`src/rtl/viterbi_frame_ctrl.sv`:
```
// rtl/viterbi_frame_ctrl.sv - encoder/decoder loopback frame sequencer (BER compare: VITERBI_CTRL_BER_EN)
module viterbi_frame_ctrl #(
  parameter int FRAME_LEN = 256,
  parameter int TAIL_LEN  = 2,
  parameter int DEC_LAT   = 12,
  parameter int ERR_W     = 16
) (
  input  logic             clk,
  input  logic             rst,
  input  logic             start_i,
  input  logic             data_i,
  output logic             data_req_o,
  output logic             enc_en_o,
  output logic             enc_d_o,
  input  logic             dec_d_i,
  output logic             busy_o,
  output logic             done_o,
  output logic [ERR_W-1:0] err_cnt_o
);

  typedef enum logic [2:0] {IDLE, SEND, TAIL, DRAIN, DONE} state_t;

  // One phase counter serves SEND, TAIL and DRAIN; size it for the longest phase.
  localparam int MAXC = (FRAME_LEN > TAIL_LEN) ?
                        ((FRAME_LEN > DEC_LAT) ? FRAME_LEN : DEC_LAT) :
                        ((TAIL_LEN > DEC_LAT) ? TAIL_LEN : DEC_LAT);
  localparam int CW = $clog2(MAXC + 1);
  localparam logic [CW-1:0] F_LAST = CW'(FRAME_LEN - 1);
  localparam logic [CW-1:0] T_LAST = CW'(TAIL_LEN - 1);
  localparam logic [CW-1:0] D_LAST = CW'(DEC_LAT - 1);

  state_t        state_q, state_d;
  logic [CW-1:0] cnt_q, cnt_d;
  logic          enc_en_q, enc_d_q;
  logic          start_acc;

  assign start_acc = (state_q == IDLE) && start_i;

  // State and phase counter registers.
  always_ff @(posedge clk) begin
    if (!rst) begin
      state_q <= IDLE;
      cnt_q   <= '0;
    end else begin
      state_q <= state_d;
      cnt_q   <= cnt_d;
    end
  end

  // Next-state logic; each phase ends when its counter reaches the last index.
  always_comb begin
    state_d    = state_q;
    cnt_d      = cnt_q;
    data_req_o = 1'b0;
    busy_o     = 1'b1;
    done_o     = 1'b0;
    case (state_q)
      IDLE: begin
        busy_o = 1'b0;
        cnt_d  = '0;
        if (start_i) state_d = SEND;
      end
      SEND: begin
        data_req_o = 1'b1;
        if (cnt_q == F_LAST) begin
          state_d = TAIL;
          cnt_d   = '0;
        end else begin
          cnt_d = cnt_q + 1'b1;
        end
      end
      TAIL: begin
        if (cnt_q == T_LAST) begin
          state_d = DRAIN;
          cnt_d   = '0;
        end else begin
          cnt_d = cnt_q + 1'b1;
        end
      end
      DRAIN: begin
        if (cnt_q == D_LAST) begin
          state_d = DONE;
          cnt_d   = '0;
        end else begin
          cnt_d = cnt_q + 1'b1;
        end
      end
      DONE: begin
        done_o  = 1'b1;
        state_d = IDLE;
      end
      default: state_d = IDLE;
    endcase
  end

  // Encoder drive: data bits during SEND, zero flush bits during TAIL, idle otherwise.
  always_ff @(posedge clk) begin
    if (!rst) begin
      enc_en_q <= 1'b0;
      enc_d_q  <= 1'b0;
    end else begin
      enc_en_q <= (state_q == SEND) || (state_q == TAIL);
      enc_d_q  <= (state_q == SEND) && data_i;
    end
  end

  assign enc_en_o = enc_en_q;
  assign enc_d_o  = enc_d_q;

`ifdef VITERBI_CTRL_BER_EN
  // Stage 0 mirrors enc_d_o; stage DEC_LAT lines up with the decoded bit on dec_d_i.
  logic [DEC_LAT:0] ref_v_q, ref_b_q;
  logic [ERR_W-1:0] err_q;

  // Reference line of transmitted bits; only SEND bits are marked valid.
  always_ff @(posedge clk) begin
    if (!rst || start_acc) begin
      ref_v_q <= '0;
      ref_b_q <= '0;
    end else begin
      ref_v_q <= {ref_v_q[DEC_LAT-1:0], state_q == SEND};
      ref_b_q <= {ref_b_q[DEC_LAT-1:0], (state_q == SEND) && data_i};
    end
  end

  // Saturating mismatch counter, cleared on accepted start.
  always_ff @(posedge clk) begin
    if (!rst || start_acc) begin
      err_q <= '0;
    end else if (ref_v_q[DEC_LAT] && (dec_d_i != ref_b_q[DEC_LAT]) && (err_q != '1)) begin
      err_q <= err_q + 1'b1;
    end
  end

  assign err_cnt_o = err_q;
`else
  logic unused_dec;
  assign unused_dec = dec_d_i;
  assign err_cnt_o  = '0;
`endif

endmodule

```
`config.mk`:
```
export PLATFORM = sky130hd
export DESIGN_NAME = viterbi_frame_ctrl
export DESIGN_NICKNAME = d
export VERILOG_FILES = /design/src/rtl/viterbi_frame_ctrl.sv
export SDC_FILE = /design/constraint.sdc
export NUM_CORES = 1
export LEC_CHECK = 0
export CORE_MARGIN = 2
export CORE_UTILIZATION = 42
export DETAILED_ROUTE_END_ITERATION = 6
export PLACE_DENSITY = 0.72
export SETUP_SLACK_MARGIN = 0.2
export SYNTH_ARGS = -nofsm -noshare
export SYNTH_HDL_FRONTEND = slang
export SYNTH_SLANG_ARGS = --single-unit
export TNS_END_PERCENT = 30
```
`constraint.sdc`:
```
create_clock -name clk -period 1.9 [get_ports clk]
set_input_delay 0.19 -clock clk [delete_from_list [all_inputs] [get_ports clk]]
set_output_delay 0.19 -clock clk [all_outputs]
set_load 0.02 [all_outputs]
```
**After elaboration in Yosys (flattened, before gate mapping)**

Index checks and enable logic that the tools add are counted.

- Bits in registers: 14
- Output and inout port bits: 21
- Word-level logic and storage cells: 33

- Add/sub/neg operators: 1
- Equal/unequal tests: 11
- Multiplexer cells: 12
- Reduce and logical (&&, ||, !) cells: 5

Operator list:

| cell | count |
|---|---|
| $pmux 9 s4 | 1 |
| $mux 9 | 3 |
| $mux 3 | 4 |
| $pmux 3 s4 | 1 |
| $add 9x1->9 const B | 1 |
| $eq 9x1->1 const B | 1 |
| $eq 9x4->1 const B | 1 |
| $eq 9x8->1 const B | 1 |
| $ne 2x2->1 const B | 4 |
| $eq 3x2->1 const B | 2 |
| $reduce_and 4->1 | 1 |
| $reduce_bool 4->1 | 1 |
| $eq 3x1->1 const B | 1 |
| $eq 3x3->1 const B | 1 |
| $logic_not 3->1 | 1 |
| $mux 1 | 3 |
| $logic_and 1x1->1 | 1 |
| $logic_or 1x1->1 | 1 |

**Depth between registers and ports, before layout**

- Word-level depth: 3
- Gate-level depth with buffers: 8
- Depth with buffers taken out: 8

**Least setup slack after synthesis**

Ideal clock, no wire load.

- Kind: reg-to-reg
- Start: register cnt_q[0]
- End: register cnt_q[4]
- Library setup time: 70 ps
- Data arrival time: 1884 ps
- Required time: 1830 ps
- Slack: -54 ps
- Cell stages (with the launch flop): 9
- Clock period less this slack: 1954 ps
- Cells stage by stage: dfxtp_1 ha_1 nand4_1 inv_1 ha_1 nand2b_2 and2_2 or4b_1 a21oi_1

- Word-level cells in the longest chain between the ends: 3

RTL lines:

| what | line | text |
|---|---|---|
| start: declaration | 33 | `logic [CW-1:0] cnt_q, cnt_d;` |
| start signal: assignment | 46 | `cnt_q <= cnt_d;` |
| $add 9x1->9 (tied with other cells) | 69, 77, 85 |  |
| $mux 9, on equally long branches | 81, 65, 73 |  |
| $pmux 9 s4 * | 57 | `case (state_q)` |

Mark *: on every way between the ends. The rest lies on a longest branch, timed or not.
A chain may end at the register's enable or synchronous reset.

**Worst setup path in the final report**

Same ends and word-level chain as after synthesis.

==> run metrics <==
status=complete, no violations; die area=2580 µm²; power per cell area=562 nW/µm²; Initial Utilization=45.5%; critical path, cell by cell=ha_4 > nand4_1 > inv_1 > ha_2 > nand2b_4 > and2_4 > or4b_1 > a21oi_1; Startpoint Class=flip-flop; Max Slew Vio Count=0; Final Cycle Share=96.3%; CP top delay family=simple AND/OR/NAND/NOR gates; Setup Crit Path Kind=flip-flop to flip-flop; Die Y=50.8 µm; share of the synthesized area in the top cell type=30.4%; Clock Tree Root=clkbuf_4; Final Cell Area=1080 µm²; Setup TNS Final=0 ps; # DRC=0; WL final=1690 µm; synthesized instance count=108; placed cells=144; GRT Util Overall=13.7%; clk buf depth=2; first-iteration detailed-routing DRC count=9; final setup skew=1.54 ps; Hold WC Path Type=input pin to flip-flop; syn avg cell area=8.53 µm²; MaxCap Viol Count=0; WL per Instance=11.1 µm; Total Power=610 µW; dpl cell area=1000 µm²; clock sink count=14; top post-synthesis cells by area=dfxtp_1 (30%), buf_4 (13%), ha_1 (5.4%); area grow syn2layout=17.8%; async set-reset flop share out of synthesis=0%; Final Hold Viols=0; Yosys warning count=0; via count=758; Worst Setup End Kind=flip-flop; pre-CTS WS=5.18 ps; sequential area share after synthesis=30.4%; Netlist Area Pre-Place=921 µm²; Max Freq=546 MHz; Boundary Pins=26; Post-synth EDFFs=0; DR vias/cell=4.95; Setup-failing EPs final=0; final core occ=53.7%; reg2reg start=cnt_q[0]; Req. time, crit path=2110 ps; unique cell type count in the Yosys netlist=39; initial antenna violation count=0; Tmin final=1830 ps; Detail Route Antenna Nets=0; final worst slack=69.6 ps; Buffers & Inverters on Critical Path=1; Overflow after GRT=0; RSZ-0062 raised after global routing=true; H-tree Lvls=1; global-route wire length before repair=2750 µm; maximum VDD drop=304 µV; vias in the first global route=656; CP max FO=5; non-filler cells in the finished layout=153; clk_lat worst skew=280 ps; Worst-path clk slew=90 ps; Slowest cell on crit path=or4b_1; largest net degree at the start of global routing=12; predominant post-synthesis flop cell=dfxtp_1; Leak Pwr=0.457 nW; # diodes=0; Hold Startpoint=data_i; CTS tree=yes; core area=2020 µm²; gpl congestion=0.779; TritonCTS buffer count=3; Detailed Place HPWL=1290 µm; Synth area leader=dfxtp_1; Rows=16; Worst EP arrival=2040 ps; Seq cells post-synth=14; share of cells above drive strength 1=23.8%; Critical Path Source=cnt_q[0]; WHS=484 ps; Hold Buf Count CTS=0; Pre-Repair DR Iteration Count=4; Nets=136; crit-path max cell delay=460 ps; Die X=50.8 µm; IO buf count=8
cells in the mapped netlist (all sizes together) (3+ instances only):
cell	n
nor2	9
nand3	4
xor2	4
o21ai	3
inv	5
dfxtp	14
buf	19
and3	4
nand2	5
nor3	3
ha	4
a21oi	4
layer usage:
layer	vias up	global-route usage [%]	part of all wire, %
met4	0	5.41	0.71
li1	387	-	-
met3	2	2.63	4.4
met1	352	16.8	48
met5	-	0	0
met2	17	23.7	47
kinds of logic (layout without fill, tap and decap cells):
| family | after synthesis | count (layout) | synth area share [%] |
|---|---|---|---|
| simple gates | 41 | 41 | 26.0 |
| xor+xnor | 5 | 5 | 4.76 |
| flops | 14 | 14 | 30.4 |
| fa+ha+maj | 4 | 4 | 5.43 |
| buf+inv | 25 | 28 | 19.3 |
| compound gates | 18 | 18 | 13.7 |
| other cells | 1 | 16 | 0.407 |
final timing paths:
check | cells past startpoint | slack (ps) | to
worst min register to register | 2 | 510 | cnt_q[0]
worst max register to register | 8 | 70 | cnt_q[4]
worst max-delay path | 8 | 70 | cnt_q[4]
worst min-delay path | 2 | 480 | enc_d_o
area by class of cell:
cell class / instances / area, µm²
Fill cell: 200 / 937
Multi-Input combinational cell: 84 / 544
Sequential cell: 14 / 292
Timing Repair Buffer: 19 / 160
Clock buffer: 4 / 36.3
Tap cell: 27 / 33.8
Inverter: 5 / 18.8
registers in the layout, summed over array words and instances, names as in the netlist:
register  count
state_q       3
enc_en_o      1
enc_d_o       1
cnt_q         9
report_power, final:
group          internal (mW)  total (mW)  switching (mW)  leakage [nW]
Combinational         0.0316      0.0928          0.0612         0.319
Clock                  0.116       0.215          0.0982        0.0210
Sequential             0.298       0.302         0.00453         0.117
layout by cell type, fill, tap and decap left out, types with 4 or more instances in the layout:
| master | Yosys | routed |
|---|---|---|
| a21oi_1 | 4 | 4 |
| nand2_1 | 5 | 5 |
| dfxtp_1 | 14 | 7 |
| nor2_1 | 9 | 9 |
| xor2_1 | 4 | 4 |
| dfxtp_2 | 0 | 6 |
| nand3_1 | 4 | 4 |
| conb_1 | 1 | 16 |
| buf_4 | 16 | 11 |
| clkdlybuf4s50_1 | 0 | 6 |
| inv_1 | 5 | 5 |
worst reg2reg max path, delay by kind of cell (launching register included):
kind	cells	cell delay (ps)
flip-flops	1	370
AO/OA/AOI/OAI	1	120
buffers and inverters	1	60
AND/OR/NAND/NOR	4	890
adder cells (fa/ha/maj)	2	330
repair_timing:
item                                    in CTS  in global routing
gates resized for setup                      5                  3
pin swaps                                    1                  4
endpoints found under the setup margin      10                 13
setup buffers                                2                  3
Note: power is estimated with default switching activity, not from simulation.
==> edit, RTL diff (config.mk and constraints unchanged) <==
Put one more register stage on the output `enc_en_o`. The value now appears one clock later. The other outputs are not delayed to match.
--- a/src/rtl/viterbi_frame_ctrl.sv
+++ b/src/rtl/viterbi_frame_ctrl.sv
@@ -105,5 +105,7 @@
   end
 
-  assign enc_en_o = enc_en_q;
+  always_ff @(posedge clk) begin
+    enc_en_o <= enc_en_q;
+  end
   assign enc_d_o  = enc_d_q;
 
Function: changed (a bounded check fails within 4 cycles, from zero or initial values and one cycle with rst low).
==> edit against the original RTL <==
Wire length fell by 20%. Synthesized area is 3.8% lower. Power decreased by 3.2%. Global-route usage is 1.0 points lower. Design area decreased by 6.8%. Sequential share of layout area grew 3.7 points. Sequential cell count is 1 higher. Combinational power shrank 7.5%. Worst setup slack gained 0.75 ps.
==> edit: results (changes against the original RTL) <==
stage,metric,value,unit,change
logic_synthesis,async_flop_share,0,,unchanged
drt,first_pass_iters,4,,unchanged
global_route,antenna_found_initial,0,,unchanged
logic_synthesis,synth_cell_types,34,,-13%
placed_design,dp_hpwl,1040,um,-20%
layout,drive_above_1_share,0.207,,-0.0312
run,drv_cap,0,,unchanged
layout,largestRegisters,"cnt_q x9, state_q x3",,
global_route,track_usage,0.127,,-0.0102
pwr,ir_worst_vdd,0.000291,V,-4.2%
hold_path,worstHoldStart,enc_en_q,,
drt,top_layer,met4,,
drt,route.met2.wl,635,um,-20%
worst_setup_path,r2r_cells,9,,+1
cts,cts_root_buf,clkbuf_4,,
worst_setup_path,regToRegSetupSlack,70,ps,
timing,finClkSkew,0.890,ps,-0.645 ps
placed_design,place_congestion,0.733,,-6.0%
layout,fillers,189,,-5.5%
logic_synthesis,seq_area_frac_synth,0.339,,+0.0346
hold_path,min_path_cells,0,,-2
timing,finalMaxSlewViolations,0,,unchanged
logic_synthesis,synth_flop_cell,dfxtp_1,,
worst_setup_path,crit_fanout,6,,+1
drt,met3_length,71,um,-4.1%
layout,num_antenna_cells,0,,unchanged
logic_synthesis,yosysWarnings,0,,unchanged
run_status,status,completed,,
logic_synthesis,synthTopCellsByArea,"dfxtp_1, buf_4, ha_1, nor2_1, xor2_1",,
drt,drt_iter0_drc,11,,+2
hold_path,hold_end,enc_en_o,,
cts,cts_buffers,3,,unchanged
layout,layout.nets,126,,-7.4%
placed_design,port_buffers,8,,unchanged
placed_design,place_ws,41.3,ps,+36.1 ps
cts,cts_max_level,1,,unchanged
global_route,grt_pass1_vias,572,,-13%
pwr,p_leak,0.418,nW,-8.7%
drt,vias,652,,-14%
cts,clkTransAtPathRegs,80,ps,
cts,ctsLongestPathBuffers,2,,unchanged
worst_setup_path,regToRegEndpoint,cnt_q[7],,
global_route,grt_max_degree,13,,+1
drt,wire_per_inst,9.46,um,-15%
hold_path,hp-class,reg -> reg,,
logic_synthesis,synth_common_cells,"buf_4, dfxtp_1, nor2_1",,
global_route,grt_pass1_wl,2340,um,-15%
cts,clk_latency,290,ps,
drt,m1WireLength,607,um,-25%
[edit: cell types whose count changed after synthesis, sizes merged, moves of 3 or more]
| cell | change |
|---|---|
| a21oi | -3 |
| and3 | -3 |
| nand2 | +3 |
| nor2b | +4 |
| nor3 | -3 |
[edit: through the flow]
step / hold WS [ps] / area [um^2] / utilization / std cells / TNS, ps
2_1_floorplan: 310 / 948 / - / 118 / 0
3_3_place_gp: 311 / 960 / 0.484 / 138 / 0
3_5_place_dp: 316 / 960 / 0.484 / 138 / 0
4_1_cts: 335 / 985 / 0.497 / 142 / 0
5_1_grt: 351 / 1010 / 0.510 / 143 / -204
6_report: 332 / 1010 / 0.510 / 143 / 0
[edit: cell type report]
class | instances | area, um^2 | area share
multi-input cells | 79 | 504 | 0.499
flip-flops and latches | 15 | 309 | 0.306
repair buffers | 13 | 119 | 0.118
well taps | 27 | 33.8 | 0.0334
clock buffers | 4 | 26.3 | 0.0260
inverters | 5 | 18.8 | 0.0186
[edit: layer usage]
layer	vias to the layer above	track usage
met5	-	0
met4	0	0.111
met3	3	0.0121
met2	23	0.211
met1	289	0.144
li1	337	-
[edit: worst max-delay path by stage]
stage | from | end | slack, ps | cells past startpoint
after CTS | cnt_q[1] | cnt_q[8] | 30 | 7
after floorplan | cnt_q[1] | cnt_q[8] | 190 | 7
after detailed placement | cnt_q[1] | cnt_q[8] | 40 | 7
final | cnt_q[0] | cnt_q[7] | 70 | 9
after global routing | cnt_q[0] | cnt_q[7] | -90 | 9
after global placement | cnt_q[1] | cnt_q[8] | 90 | 7
[edit: cells by family (layout without fill, tap and decap cells)]
kind of cell             after synthesis  in the layout  share of synthesized area
XOR/XNOR                               6              6                     0.0593
multiplexers                           1              1                     0.0127
adder cells (fa/ha/maj)                4              4                     0.0565
AND/OR/NAND/NOR                       40             40                      0.240
flip-flops                            15             15                      0.339
other                                  1             16                    0.00423
AO/OA/AOI/OAI                         12             12                      0.117
buffers and inverters                 24             22                      0.171
[edit: worst max-delay path, cell delays in order, from the launching register on]
cell and delay (ps):
dfxtp_4 360, ha_1 220, nand3_1 110, inv_1 50
ha_1 210, nor3b_2 180, o21ai_0 100, o21a_2 170
a211o_1 270, o41ai_1 60
[edit: repair_timing]
| item | in CTS | in global routing |
|---|---|---|
| pin swaps | 0 | 3 |
| buffers inserted | 0 | 1 |
| endpoints found under the setup margin | 13 | 14 |
| gates cloned | 0 | 0 |
| gates resized for setup | 3 | 9 |
[edit: power breakdown]
group,leakage [nW],total [mW],internal (mW),switching [mW]
clock network,0.0150,0.180,0.0818,0.0981
registers,0.125,0.325,0.320,0.00486
logic,0.278,0.0858,0.0317,0.0542
